File: config.mk
export PLATFORM = sky130hd
export DESIGN_NAME = tile_scheduler_flat
export DESIGN_NICKNAME = d
export VERILOG_FILES = /design/src/rtl/tile_pkg.sv /design/src/rtl/tile_scheduler_if.sv /design/src/rtl/tile_scheduler_coord_counter.sv /design/src/rtl/tile_scheduler.sv /design/src/flat_wrapper.sv
export SDC_FILE = /design/constraint.sdc
export NUM_CORES = 1
export LEC_CHECK = 0
export ABC_AREA = 0
export CORE_ASPECT_RATIO = 1.25
export CORE_UTILIZATION = 56
export DETAILED_ROUTE_END_ITERATION = 8
export GPL_TIMING_DRIVEN = 1
export PLACE_DENSITY = 0.81
export SLEW_MARGIN = 20
export SYNTH_ARGS = -nofsm -noshare
export SYNTH_HDL_FRONTEND = slang
export SYNTH_SLANG_ARGS = --single-unit
File: constraint.sdc
create_clock -name clk -period 5.75 [get_ports clk]
set_input_delay 0.8625 -clock clk [delete_from_list [all_inputs] [get_ports clk]]
set_output_delay 0.8625 -clock clk [all_outputs]
set_load 0.01 [all_outputs]
File: src/rtl/tile_pkg.sv
// Shared types and constants for the tile scheduler and its tile_writer peer.
// Holds the default frame/tile geometry, framebuffer layout constants, the
// tile-origin payload struct and the state enums of the three scheduler FSMs.
package tile_pkg;

  localparam int unsigned TILE_W_DEF   = 32;
  localparam int unsigned TILE_H_DEF   = 32;
  localparam int unsigned SCREEN_W_DEF = 640;
  localparam int unsigned SCREEN_H_DEF = 480;

  localparam int unsigned COORD_W = 16;
  localparam int unsigned PERF_W  = 32;

  // Framebuffer layout, shared with tile_writer (16-bit pixels).
  localparam logic [31:0] FB_BASE      = 32'h0000_0000;
  localparam int unsigned BYTES_PER_PX = 2;
  localparam int unsigned FB_STRIDE    = SCREEN_W_DEF * BYTES_PER_PX;

  typedef logic [COORD_W-1:0] coord_t;

  // Tile origin in pixels.
  typedef struct packed {
    coord_t px;
    coord_t py;
  } tile_org_t;

  typedef enum logic [1:0] {
    F_IDLE = 2'd0,
    F_RUN  = 2'd1,
    F_DONE = 2'd2
  } frame_state_t;

  typedef enum logic [1:0] {
    R_IDLE  = 2'd0,
    R_ISSUE = 2'd1,
    R_WAIT  = 2'd2
  } rast_state_t;

  typedef enum logic [1:0] {
    W_IDLE  = 2'd0,
    W_ISSUE = 2'd1,
    W_WAIT  = 2'd2
  } wr_state_t;

endpackage

File: src/rtl/tile_scheduler_if.sv
// Handshake bundle between tile_scheduler and its environment:
//   frame_start/frame_busy/frame_done   frame-level command handshake
//   rast_*                               rasterizer start/done + tile origin
//   wr_*                                 tile_writer start/done + tile origin
//   perf_stall_cycles                    rasterizer stall counter
// master = scheduler side, slave = frame logic / rasterizer / tile_writer side.
interface tile_scheduler_if;
  import tile_pkg::*;

  logic              frame_start;
  logic              frame_busy;
  logic              frame_done;
  logic              rast_start;
  logic              rast_done;
  coord_t            rast_tile_px;
  coord_t            rast_tile_py;
  logic              rast_buf_sel;
  logic              wr_start;
  logic              wr_done;
  coord_t            wr_tile_px;
  coord_t            wr_tile_py;
  logic              wr_buf_sel;
  logic [PERF_W-1:0] perf_stall_cycles;

  modport master (
    input  frame_start, rast_done, wr_done,
    output frame_busy, frame_done,
           rast_start, rast_tile_px, rast_tile_py, rast_buf_sel,
           wr_start, wr_tile_px, wr_tile_py, wr_buf_sel,
           perf_stall_cycles
  );

  modport slave (
    output frame_start, rast_done, wr_done,
    input  frame_busy, frame_done,
           rast_start, rast_tile_px, rast_tile_py, rast_buf_sel,
           wr_start, wr_tile_px, wr_tile_py, wr_buf_sel,
           perf_stall_cycles
  );

endinterface

File: src/rtl/tile_scheduler_coord_counter.sv
// tile_coord_counter: row-major tile origin counter in pixel units.
// Ports:
//   clk, reset   clock, synchronous active-high reset
//   clear        restart at tile (0,0)
//   en           advance to the next tile (wraps to (0,0) after the last)
//   px, py       current tile origin (registered)
//   last_c       current tile is the last tile of the frame
module tile_coord_counter
  import tile_pkg::*;
#(
  parameter int unsigned SCREEN_W = SCREEN_W_DEF,
  parameter int unsigned SCREEN_H = SCREEN_H_DEF,
  parameter int unsigned TILE_W   = TILE_W_DEF,
  parameter int unsigned TILE_H   = TILE_H_DEF
) (
  input  logic   clk,
  input  logic   reset,
  input  logic   clear,
  input  logic   en,
  output coord_t px,
  output coord_t py,
  output logic   last_c
);

  localparam coord_t X_LAST = COORD_W'(SCREEN_W - TILE_W);
  localparam coord_t Y_LAST = COORD_W'(SCREEN_H - TILE_H);

  logic x_wrap;

  assign x_wrap = (px == X_LAST);
  assign last_c = x_wrap && (py == Y_LAST);

  // Step X by one tile; on X wrap step Y; after the last tile return to origin.
  always_ff @(posedge clk) begin
    if (reset || clear) begin
      px <= '0;
      py <= '0;
    end else if (en) begin
      if (x_wrap) begin
        px <= '0;
        py <= last_c ? '0 : py + COORD_W'(TILE_H);
      end else begin
        px <= px + COORD_W'(TILE_W);
      end
    end
  end

endmodule

File: src/rtl/tile_scheduler.sv
// tile_scheduler: walks one frame as a raster of tiles, handing origins to the
// rasterizer and tile_writer and ping-ponging two tile buffers so that
// rasterizing tile N+1 overlaps the writeback of tile N.
// Ports:
//   clk, reset   clock, synchronous active-high reset (abandons any frame)
//   bus          tile_scheduler_if.master (frame, rasterizer, writer handshakes)
// Build option:
//   TILE_SCHED_PERF_EN  when defined, perf_stall_cycles counts cycles in which
//                       the rasterizer is idle with tiles left but both buffers
//                       are unavailable; otherwise the output is tied to 0.
module tile_scheduler
  import tile_pkg::*;
#(
  parameter int unsigned SCREEN_W = SCREEN_W_DEF,
  parameter int unsigned SCREEN_H = SCREEN_H_DEF,
  parameter int unsigned TILE_W   = TILE_W_DEF,
  parameter int unsigned TILE_H   = TILE_H_DEF
) (
  input logic             clk,
  input logic             reset,
  tile_scheduler_if.master bus
);

  frame_state_t f_state, f_next;
  rast_state_t  r_state, r_next;
  wr_state_t    w_state, w_next;

  logic       frame_busy_q, frame_busy_d;
  logic       frame_done_q, frame_done_d;
  logic       rast_start_q, rast_start_d;
  logic       wr_start_q,   wr_start_d;
  coord_t     rast_px_q, rast_py_q;
  coord_t     wr_px_q,   wr_py_q;
  logic       rbuf, wbuf;
  logic [1:0] full;
  logic       all_rast;
  tile_org_t  buf_org [2];

  coord_t cnt_px, cnt_py;
  logic   cnt_last_c;

  logic frame_accept, wr_on_rbuf, rast_blocked, rast_eligible;
  logic rast_go, rast_fin, wr_go, wr_fin;

  // Handshake qualifiers; done pulses outside the WAIT states are ignored.
  assign frame_accept  = (f_state == F_IDLE) && bus.frame_start;
  assign wr_on_rbuf    = (w_state != W_IDLE) && (wbuf == rbuf);
  assign rast_blocked  = full[rbuf] || wr_on_rbuf;
  assign rast_eligible = (f_state == F_RUN) && !all_rast && (r_state == R_IDLE);
  assign rast_go       = rast_eligible && !rast_blocked;
  assign rast_fin      = (r_state == R_WAIT) && bus.rast_done;
  assign wr_go         = (w_state == W_IDLE) && full[wbuf];
  assign wr_fin        = (w_state == W_WAIT) && bus.wr_done;

  tile_coord_counter #(
    .SCREEN_W(SCREEN_W),
    .SCREEN_H(SCREEN_H),
    .TILE_W  (TILE_W),
    .TILE_H  (TILE_H)
  ) u_coord (
    .clk   (clk),
    .reset (reset),
    .clear (frame_accept),
    .en    (rast_fin),
    .px    (cnt_px),
    .py    (cnt_py),
    .last_c(cnt_last_c)
  );

  // Frame FSM: busy while running, done pulses as it enters F_DONE.
  always_comb begin
    f_next       = f_state;
    frame_busy_d = frame_busy_q;
    frame_done_d = 1'b0;
    case (f_state)
      F_IDLE: begin
        if (bus.frame_start) begin
          f_next       = F_RUN;
          frame_busy_d = 1'b1;
        end
      end
      F_RUN: begin
        if (all_rast && (full == 2'b00) && (w_state == W_IDLE)) begin
          f_next       = F_DONE;
          frame_busy_d = 1'b0;
          frame_done_d = 1'b1;
        end
      end
      F_DONE:  f_next = F_IDLE;
      default: f_next = F_IDLE;
    endcase
  end

  always_ff @(posedge clk) begin
    if (reset) begin
      f_state      <= F_IDLE;
      frame_busy_q <= 1'b0;
      frame_done_q <= 1'b0;
    end else begin
      f_state      <= f_next;
      frame_busy_q <= frame_busy_d;
      frame_done_q <= frame_done_d;
    end
  end

  // Raster FSM: rast_start is high for the single R_ISSUE cycle.
  always_comb begin
    r_next       = r_state;
    rast_start_d = 1'b0;
    case (r_state)
      R_IDLE: begin
        if (rast_go) begin
          r_next       = R_ISSUE;
          rast_start_d = 1'b1;
        end
      end
      R_ISSUE: r_next = R_WAIT;
      R_WAIT:  if (bus.rast_done) r_next = R_IDLE;
      default: r_next = R_IDLE;
    endcase
  end

  // Raster datapath: origins latched at issue, buffer flips on completion.
  always_ff @(posedge clk) begin
    if (reset) begin
      r_state      <= R_IDLE;
      rast_start_q <= 1'b0;
      rast_px_q    <= '0;
      rast_py_q    <= '0;
      rbuf         <= 1'b0;
      all_rast     <= 1'b0;
      buf_org[0]   <= '0;
      buf_org[1]   <= '0;
    end else begin
      r_state      <= r_next;
      rast_start_q <= rast_start_d;
      if (frame_accept) begin
        rbuf     <= 1'b0;
        all_rast <= 1'b0;
      end
      if (rast_go) begin
        rast_px_q     <= cnt_px;
        rast_py_q     <= cnt_py;
        buf_org[rbuf] <= '{px: cnt_px, py: cnt_py};
      end
      if (rast_fin) begin
        rbuf <= ~rbuf;
        if (cnt_last_c) all_rast <= 1'b1;
      end
    end
  end

  // Buffer ownership; a simultaneous set and clear always hit different bits.
  always_ff @(posedge clk) begin
    if (reset || frame_accept) begin
      full <= 2'b00;
    end else begin
      if (rast_fin) full[rbuf] <= 1'b1;
      if (wr_fin)   full[wbuf] <= 1'b0;
    end
  end

  // Writer FSM: drains buffers strictly in rasterization order.
  always_comb begin
    w_next     = w_state;
    wr_start_d = 1'b0;
    case (w_state)
      W_IDLE: begin
        if (wr_go) begin
          w_next     = W_ISSUE;
          wr_start_d = 1'b1;
        end
      end
      W_ISSUE: w_next = W_WAIT;
      W_WAIT:  if (bus.wr_done) w_next = W_IDLE;
      default: w_next = W_IDLE;
    endcase
  end

  always_ff @(posedge clk) begin
    if (reset) begin
      w_state    <= W_IDLE;
      wr_start_q <= 1'b0;
      wr_px_q    <= '0;
      wr_py_q    <= '0;
      wbuf       <= 1'b0;
    end else begin
      w_state    <= w_next;
      wr_start_q <= wr_start_d;
      if (frame_accept) wbuf <= 1'b0;
      if (wr_go) begin
        wr_px_q <= buf_org[wbuf].px;
        wr_py_q <= buf_org[wbuf].py;
      end
      if (wr_fin) wbuf <= ~wbuf;
    end
  end

`ifdef TILE_SCHED_PERF_EN
  logic [PERF_W-1:0] perf_q;

  // Saturating stall counter, restarted on each accepted frame.
  always_ff @(posedge clk) begin
    if (reset || frame_accept) begin
      perf_q <= '0;
    end else if (rast_eligible && rast_blocked && (perf_q != '1)) begin
      perf_q <= perf_q + PERF_W'(1);
    end
  end

  assign bus.perf_stall_cycles = perf_q;
`else
  assign bus.perf_stall_cycles = '0;
`endif

  assign bus.frame_busy   = frame_busy_q;
  assign bus.frame_done   = frame_done_q;
  assign bus.rast_start   = rast_start_q;
  assign bus.rast_tile_px = rast_px_q;
  assign bus.rast_tile_py = rast_py_q;
  assign bus.rast_buf_sel = rbuf;
  assign bus.wr_start     = wr_start_q;
  assign bus.wr_tile_px   = wr_px_q;
  assign bus.wr_tile_py   = wr_py_q;
  assign bus.wr_buf_sel   = wbuf;

endmodule

File: src/flat_wrapper.sv
// flat-port wrapper written by rule: the top's interface ports become plain ports
module tile_scheduler_flat import tile_pkg::*;
#(
  parameter int unsigned SCREEN_W = SCREEN_W_DEF,
  parameter int unsigned SCREEN_H = SCREEN_H_DEF,
  parameter int unsigned TILE_W   = TILE_W_DEF,
  parameter int unsigned TILE_H   = TILE_H_DEF
)
  (clk, reset, bus_frame_start, bus_rast_done, bus_wr_done, bus_frame_busy, bus_frame_done, bus_rast_start, bus_rast_tile_px, bus_rast_tile_py, bus_rast_buf_sel, bus_wr_start, bus_wr_tile_px, bus_wr_tile_py, bus_wr_buf_sel, bus_perf_stall_cycles);
  tile_scheduler_if bus_i ();
  input logic clk;
  input logic reset;
  input wire logic [$bits(bus_i.frame_start)-1:0] bus_frame_start;
  input wire logic [$bits(bus_i.rast_done)-1:0] bus_rast_done;
  input wire logic [$bits(bus_i.wr_done)-1:0] bus_wr_done;
  output wire logic [$bits(bus_i.frame_busy)-1:0] bus_frame_busy;
  output wire logic [$bits(bus_i.frame_done)-1:0] bus_frame_done;
  output wire logic [$bits(bus_i.rast_start)-1:0] bus_rast_start;
  output wire logic [$bits(bus_i.rast_tile_px)-1:0] bus_rast_tile_px;
  output wire logic [$bits(bus_i.rast_tile_py)-1:0] bus_rast_tile_py;
  output wire logic [$bits(bus_i.rast_buf_sel)-1:0] bus_rast_buf_sel;
  output wire logic [$bits(bus_i.wr_start)-1:0] bus_wr_start;
  output wire logic [$bits(bus_i.wr_tile_px)-1:0] bus_wr_tile_px;
  output wire logic [$bits(bus_i.wr_tile_py)-1:0] bus_wr_tile_py;
  output wire logic [$bits(bus_i.wr_buf_sel)-1:0] bus_wr_buf_sel;
  output wire logic [$bits(bus_i.perf_stall_cycles)-1:0] bus_perf_stall_cycles;
  assign bus_i.frame_start = bus_frame_start;
  assign bus_i.rast_done = bus_rast_done;
  assign bus_i.wr_done = bus_wr_done;
  assign bus_frame_busy = bus_i.frame_busy;
  assign bus_frame_done = bus_i.frame_done;
  assign bus_rast_start = bus_i.rast_start;
  assign bus_rast_tile_px = bus_i.rast_tile_px;
  assign bus_rast_tile_py = bus_i.rast_tile_py;
  assign bus_rast_buf_sel = bus_i.rast_buf_sel;
  assign bus_wr_start = bus_i.wr_start;
  assign bus_wr_tile_px = bus_i.wr_tile_px;
  assign bus_wr_tile_py = bus_i.wr_tile_py;
  assign bus_wr_buf_sel = bus_i.wr_buf_sel;
  assign bus_perf_stall_cycles = bus_i.perf_stall_cycles;
  tile_scheduler #(.SCREEN_W(SCREEN_W), .SCREEN_H(SCREEN_H), .TILE_W(TILE_W), .TILE_H(TILE_H)) u_core (.clk(clk), .reset(reset), .bus(bus_i));
endmodule
Yosys cells after proc, flatten, opt, wreduce, memory -nomap -nowiden. Memory sizes are Yosys's and may differ from the RTL's. A register that Yosys moved wholly into a read port is not among the register bits. Index checks and enable logic that the tools add are counted.

Memories kept: 1. Logic and storage cells: 119. Bits in registers: 79. Bits of input ports: 5. Memory bits (writable): 64. Output and inout bits: 102.

Memories: u_core.buf_org (depth 2, bits a word 32, read ports 1, clocked after memory_dff 1, wr ports 2, RTL line tile_scheduler.sv:37) `tile_org_t buf_org [2];`.

Multiplexer cells: 41. Bitwise operators: 8. Reductions and logical operators: 34. $add $sub $neg: 2. Equal/unequal tests: 14. Magnitude comparators: 4.

Operators by type and width (count): adder 16 x 6 -> 16 bit, second input constant (2); 2-to-1 mux 16 bit (2); 2-to-1 mux 32 bit (1); OR reduction 32 bit (1); 2-to-1 mux 1 bit (23); 2-to-1 mux 2 bit (9); equality test 16 x 10 -> 1 bit, second input constant (1); equality test 16 x 9 -> 1 bit, second input constant (1); logical AND 1 bit (13); case mux 2 bit (3 select lines) (2); logical NOT 2 bit (4); inequality test 2 bit, second input constant (4); AND reduction 2 bit (4); nonzero test 2 bit (4); equality test 2 x 1 -> 1 bit, second input constant (3); OR reduction 2 bit (3); NOT 1 bit (5); equality test 2 bit, second input constant (2); less-than comparator 1 x 2 -> 1 bit, second input constant (2); inequality test 2 x 1 -> 1 bit, second input constant (2); case mux 2 bit (2 select lines) (1); AND reduction 3 bit (1); bitwise AND 2 bit (1); demux 1 bit (select 1 bit) (2); 7 further kinds (10).

Depth between registers and ports, before layout. Gate-level depths: netlist (run 1).

Depth in word-level cells: 10. Gate-level depth with buffers: 6. Mapped depth without buffers: 5.

Modules after synthesis. Synthesis (run 1) repeated with hierarchy kept, for this count alone.

Cell total of the unflattened synthesis: 669. Area total of the unflattened synthesis: 7099.3 um2.

Modules (own cells, without submodules): tile_scheduler (cells each 520, sequential area each 3503.4 um2, instances 1, area each 5878.1 um2); tile_coord_counter (cells each 149, sequential area each 440.4 um2, instances 1, area each 1221.2 um2).

Least setup slack after synthesis (run 1). OpenSTA, ideal clock, no wires.

Path kind: input to register. Start: input port reset. End: memory u_core.buf_org[1][10] in the netlist's numbering, enable pin. Stages: 5. Data arrival time: 1.972 ns. Setup slack: 3.426 ns. Library setup time: 0.352 ns. Cell sequence: or3_1 buf_2 nor2_1 buf_4 or2_2.

RTL lines: start, declared (RTL line flat_wrapper.sv:12) `input logic reset;`; end, declared (RTL line tile_scheduler.sv:37).

==> metrics, run 1 <==
Top Layer Used=met4; R2R Path End=u_core.buf_org[1][8]$_SDFFCE_PN0P_; DRC=0; register area=2940 µm²; vias per cell=5.18; Setup Buffers After CTS=0; post-layout util=0.682; pre-CTS setup slack=roughly 2.2 ns; Die Wd=between 90 and 100 µm; most frequent cells in the layout=dfxtp_1 (81), clkdlybuf4s50_1 (53), conb_1 (52); I/O Buffers=54; die footprint=10600 µm²; gpl congestion=between 0.8 and 0.9; final-report hold violation count=0; Async S/R FF share, synth=0; H-tree depth=4; post-synthesis sequential area ratio=0.516; worst r2r src=u_core.f_state[0]$_SDFFE_PP0P_; M1 WL=roughly 4400 µm; Hold WS=0.476 ns; final WL=~10000 µm; cts bufs inserted=17; clock skew=just under 0.009 ns; max_slew headroom=0.419; achievable frequency=~320 MHz; Longest Clk Path Bufs=2; Worst EP required=slightly below 6 ns; path category of the worst min-delay check=reg -> reg; DP HPWL=6650 µm; met2 wire length=a little under 5000 µm; Clk Latency, worst-skew pair=around 0.4 ns; Initial Utilization=0.584; outcome=completed; synthesized area=5700 µm²; Hold-fix buffers, CTS=0; Period minus WS final=~3.1 ns; Rows=40; CP Class=in -> reg; first-pass GRT wire length=between 15000 and 20000 µm; Worst-path clk slew=0.05 ns; P&R area growth vs syn=16.8%; # setup viols final=0; number of flops mapped to enable cells by yosys=44; crit path to=u_core.buf_org[1][8]$_SDFFCE_PN0P_; initial antenna violation count=0; Leak=between 2 and 2.5 nW; routed length on met3=477 µm; ANT cells=0; # Max-Cap Violations=0; Synth Flop Type=dfxtp_1; vias post-DR=about 3700; share of cells above drive strength 1=0.0803; CP Launch Type=input port; Pre-Repair DR Iteration Count=4; CORE AREA=just under 10000 µm²; commonest non-fill, non-tap cell in the layout=dfxtp_1; Worst Path Max Fanout=84; antenna-violating nets left=0; vias in the first global route=between 3000 and 4000; CP startpoint=reset; Final Max Slew Viols=0; total power=about 2.1 mW; I/O pin total=approximately 110; flops & latches, synth=around 130; Synth Area per Inst=10.6 µm²; post-cts gate resize count=0; arrival time at the worst endpoint=3.13 ns; root buf cell=clkbuf_16; Power per Cell Area=309 nW/µm²; yosys synthesis warning count=0; Final WS setup=around 2.7 ns; Worst R2R Path Depth=4; DR iter-0 viols=between 200 and 250; final worst path period share=0.537; Post-Synthesis Cells=540; Distinct cells, synth=53; final global-route overflow total=0; WL per Instance=roughly 14 µm; total track usage=0.207; # nets final=592; Fillers=roughly 720; pin count of the biggest net entering global routing=85; R2R Setup Slk=between 2 and 3 ns; setup TNS=0 ns; RSZ-0062 raised after global routing=no; Max IR drop VDD=about 0.2 mV; crit path capture type=register; CTS tree=done; Worst Tran Pin Value=0.869 ns; chip height=115 µm; CTS sink cnt=125; area of the multi-input gates=around 2400 µm²
## cells in the mapped netlist, types with 8 or more instances
master	number	area (µm²)
nand2_1	10	37.5
edfxtp_1	44	1320
nand3_1	10	50.1
a21oi_1	11	55.1
nor4_1	8	50.1
clkbuf_1	16	60.1
nor3_1	12	60.1
a211oi_1	23	173
dfxtp_1	81	1620
nor2_1	45	169
mux2i_1	48	480
nand2b_1	46	288
o21ai_0	9	45.0
xnor2_1	8	70.1
buf_4	56	420
and2_1	39	244
## flip-flops by register name, indices dropped and copies added, names as in the netlist
name and flops:
u_core.all_rast 1, u_core.buf_org 44, u_core.bus.frame_busy 1, u_core.bus.frame_done 1, u_core.bus.rast_buf_sel 1, u_core.bus.rast_start 1, u_core.bus.rast_tile_px 11, u_core.bus.rast_tile_py 11
u_core.bus.wr_buf_sel 1, u_core.bus.wr_start 1, u_core.bus.wr_tile_px 11, u_core.bus.wr_tile_py 11, u_core.f_state 2, u_core.full 2, u_core.r_state 2, u_core.u_coord.px 11
u_core.u_coord.py 11, u_core.w_state 2
## worst max-delay path, cell delays in order
cell and delay, ns:
buf_2 0.10, buf_4 0.32, or3_1 0.55, nor2_1 0.71
or2_2 0.57
## where the power goes
group	switching, mW	total, mW	internal [mW]
sequential	0.00912	0.943	0.934
combinational	0.0599	0.0942	0.0343
clock	0.384	1.02	0.634
total	0.453	2.06	1.60
## final cells by class
| type | instances | area share |
|---|---|---|
| clock inverters | 15 | 0.0224 |
| clock buffers | 17 | 0.0639 |
| flip-flops and latches | 125 | 0.442 |
| multi-input cells | 377 | 0.360 |
| inverters | 6 | 0.00338 |
| repair buffers | 58 | 0.0849 |
| well taps | 126 | 0.0237 |
## through the flow
| step | std cells | cell area, µm² |
|---|---|---|
| 2_1_floorplan | 591 | 5890 |
| 3_3_place_gp | 692 | 6090 |
| 3_5_place_dp | 692 | 6090 |
| 4_1_cts | 724 | 6660 |
| 5_1_grt | 724 | 6660 |
| 6_report | 724 | 6660 |
## logic make-up after synthesis
logic type	Yosys count	synth area share
other	1	0.000658
flip-flops	125	0.516
adder cells (fa/ha/maj)	2	0.00439
multiplexers	48	0.0843
XOR/XNOR	11	0.0169
buffers and inverters	89	0.0994
AO/OA/AOI/OAI	56	0.0700
AND/OR/NAND/NOR	208	0.208
## worst min-delay path by stage
| stage | start | endpoint | slack [ns] | depth (start not counted) |
|---|---|---|---|---|
| after floorplan | u_core.all_rast$_SDFF_PP0_ | u_core.all_rast$_SDFF_PP0_ | 0.44 | 1 |
| after global routing | u_core.bus.rast_tile_py[9]$_SDFFE_PP0P_ | u_core.bus.rast_tile_py[9]$_SDFFE_PP0P_ | 0.50 | 2 |
| after global placement | u_core.bus.rast_tile_py[14]$_SDFFE_PP0P_ | u_core.bus.rast_tile_py[14]$_SDFFE_PP0P_ | 0.46 | 2 |
| final | u_core.bus.rast_tile_px[8]$_SDFFE_PP0P_ | u_core.bus.rast_tile_px[8]$_SDFFE_PP0P_ | 0.48 | 2 |
| after CTS | u_core.bus.rast_tile_px[8]$_SDFFE_PP0P_ | u_core.bus.rast_tile_px[8]$_SDFFE_PP0P_ | 0.48 | 2 |
| after detailed placement | u_core.bus.rast_tile_px[8]$_SDFFE_PP0P_ | u_core.bus.rast_tile_px[8]$_SDFFE_PP0P_ | 0.46 | 2 |
## metal layers
layer,vias to the layer above,global-route usage
met2,132,0.332
met5,-,0
met4,0,0.0969
met3,14,0.0688
met1,1731,0.253
li1,1871,-
Power figures use the tool's default switching activity.
==> run 2, diff against run 1 <==
--- a/config.mk
+++ b/config.mk
@@ -7,10 +7,10 @@
 export LEC_CHECK = 0
 export ABC_AREA = 0
 export CORE_ASPECT_RATIO = 1.25
-export CORE_UTILIZATION = 56
+export CORE_UTILIZATION = 47
 export DETAILED_ROUTE_END_ITERATION = 8
 export GPL_TIMING_DRIVEN = 1
-export PLACE_DENSITY = 0.81
+export PLACE_DENSITY = 0.72
 export SLEW_MARGIN = 20
 export SYNTH_ARGS = -nofsm -noshare
 export SYNTH_HDL_FRONTEND = slang
==> constraint.sdc (replaced) <==
create_clock -name clk -period 2.65 [get_ports clk]
set_input_delay 0.3975 -clock clk [delete_from_list [all_inputs] [get_ports clk]]
set_output_delay 0.3975 -clock clk [all_outputs]
set_load 0.01 [all_outputs]
==> run 2 against run 1 <==
Effect of this change:
- register-to-register slack lost 2.4 ns
- final area rose by 1.9%
- via count up 2.5%
- total power rose by 130%
- worst hold slack lost 0.0033 ns
- die area rose by 19%
- non-clock buffer count increased by 7
- largest power group unchanged
==> metrics, run 2 (same netlist as run 1, synthesis figures left out) <==
cts bufs inserted=17 (unchanged); placed inst area=6180 µm² (+1.6%); hold path start=u_core.bus.rast_tile_py[7]$_SDFFE_PP0P_; Reg with most FFs=u_core.buf_org; M1 WL=4740 µm (+8.3%); # Max-Cap Violations=0 (unchanged); final WL=10400 µm (+4.2%); P&R area growth vs syn=19.0%; Max IR drop VDD=0.389 mV (+89%); Worst Tran Pin Value=0.672 ns (-0.197 ns); pin count of the biggest net entering global routing=84 (-1.2%); # setup viols final=0 (unchanged); vias post-DR=3843 (+2.5%); initial antenna violation count=0 (unchanged); DR iter-0 viols=139 (-43%); DRC=0 (unchanged); final global-route overflow total=0 (unchanged); vias in the first global route=3612 (+3.7%); RSZ-0062 raised after global routing=no; chip height=125 µm (+9.0%); gpl congestion=0.846 (-1.8%); Hold EP=u_core.bus.rast_tile_py[7]$_SDFFE_PP0P_; CORE AREA=11700 µm² (+20%); DP HPWL=6900 µm (+3.7%); most frequent cells in the layout=dfxtp_1 (81), clkdlybuf4s50_1 (53), conb_1 (52); routed length on met3=474 µm (-0.63%); die footprint=12600 µm² (+19%); Die Wd=101 µm (+9.0%); Hold-fix buffers, CTS=0 (unchanged); Power per Cell Area=682 nW/µm² (+120%); crit path capture type=register; Psw=0.968 mW (+110%); Setup Buffers After CTS=0 (unchanged); total track usage=0.180 (-0.0268); Initial Utilization=0.486 (-0.0980); Worst R2R Path Depth=4 (unchanged); clock skew=0.00776 ns (-0.000950 ns); setup TNS=0 ns (unchanged); antenna-violating nets left=0 (unchanged); outcome=completed; Internal Power=3.66 mW (+130%); Worst EP required=2.70 ns (-3.09 ns); max FFs per register=44 (unchanged); Period minus WS final=~2.4 ns; CTS sink cnt=125 (unchanged); Comb pwr share=0.046 (about the same); achievable frequency=410 MHz; CP Launch Type=register; final-report hold violation count=0 (unchanged); Worst Path Max Fanout=22 (-74%); cell area after layout=6790 µm² (+1.9%); CP Class=reg -> reg; # nets final=599 (+1.2%); sequential share of power=0.442 (-0.017); max_slew headroom=0.552 (+0.133); share of cells above drive strength 1=0.0876 (+0.00734); WL per Instance=13.6 µm (-1.5%); Rows=44 (+10%); Top Layer Used=met4; path category of the worst min-delay check=reg -> reg; Final Max Slew Viols=0 (unchanged); Worst Hold Depth=2 (unchanged); post-cts gate resize count=0 (unchanged); post-layout util=0.579 (-0.104); first-pass GRT wire length=17600 µm (+4.4%); R2R Path End=u_core.buf_org[1][6]$_SDFFCE_PN0P_; CTS tree=done; commonest non-fill, non-tap cell in the layout=dfxtp_1; Longest Clk Path Bufs=2 (unchanged); worst r2r src=u_core.f_state[0]$_SDFFE_PP0P_; arrival time at the worst endpoint=2.48 ns (-0.65 ns); Clk Latency, worst-skew pair=0.41 ns (about the same); root buf cell=clkbuf_16; Worst-path clk slew=0.05 ns (about the same); clock power share=0.512 (+0.017); R2R Setup Slk=0.21 ns (-2.45 ns); ANT cells=0 (unchanged); sw frac=0.209 (-0.0111); final worst path period share=0.920; H-tree depth=4 (unchanged); I/O Buffers=54 (unchanged); I/O pin total=107 (unchanged); met2 wire length=5000 µm (+0.72%); vias per cell=5.02 (-3.1%); Leak=2.35 nW (+2.2%); Pre-Repair DR Iteration Count=4 (unchanged)
run 2: power by group through the flow:
stage	Sequential, mW	Clock, mW	Combinational, mW
2_1_floorplan	2.09	0	0.214
3_3_place_gp	2.08	0	0.210
3_5_place_dp	2.09	0	0.213
4_1_cts	2.05	2.40	0.215
5_1_grt	2.05	2.49	0.237
6_report	2.05	2.37	0.214
run 2: per-stage QoR:
step	std cells	total power, mW	worst slack, ns	hold slack [ns]
final	766	4.63	0.211	0.472
after global routing	766	4.78	0.0792	0.496
after CTS	766	4.66	0.200	0.476
after detailed placement	734	2.30	0.218	0.461
after global placement	734	2.29	0.278	0.454
after floorplan	591	2.30	0.347	0.441
run 2: cell type report:
| cell class | instances | area, µm² |
|---|---|---|
| Sequential cell | 125 | 2940 |
| Tap cell | 161 | 201 |
| Clock inverter | 14 | 175 |
| Fill cell | 981 | 4940 |
| Multi-Input combinational cell | 377 | 2400 |
| Clock buffer | 18 | 429 |
| Inverter | 6 | 22.5 |
| Timing Repair Buffer | 65 | 618 |
run 2: worst max path at each step:
stage / from / slack [ns] / endpoint / depth (start not counted)
after floorplan: u_core.r_state[1]$_SDFFE_PP0P_ / 0.35 / u_core.buf_org[1][10]$_SDFFCE_PN0P_ / 6
after global placement: u_core.f_state[0]$_SDFFE_PP0P_ / 0.28 / u_core.buf_org[1][13]$_SDFFCE_PN0P_ / 4
after detailed placement: u_core.f_state[0]$_SDFFE_PP0P_ / 0.22 / u_core.buf_org[1][11]$_SDFFCE_PN0P_ / 4
after CTS: u_core.f_state[0]$_SDFFE_PP0P_ / 0.20 / u_core.buf_org[1][6]$_SDFFCE_PN0P_ / 4
after global routing: u_core.f_state[0]$_SDFFE_PP0P_ / 0.08 / u_core.buf_org[0][7]$_SDFFCE_PN0P_ / 4
final: u_core.f_state[0]$_SDFFE_PP0P_ / 0.21 / u_core.buf_org[1][6]$_SDFFCE_PN0P_ / 4
run 2: worst max-delay path: stages, from the launching register on:
cell and delay (ns):
dfxtp_1 0.44, or4b_1 0.53, or3_1 0.46, nor2_1 0.16, or2_2 0.48
run 2: layer usage:
metal | GRT usage | vias to the layer above
li1 | - | 1891
met1 | 0.224 | 1804
met2 | 0.285 | 133
met3 | 0.0581 | 15
met4 | 0.0776 | 0
met5 | 0 | -
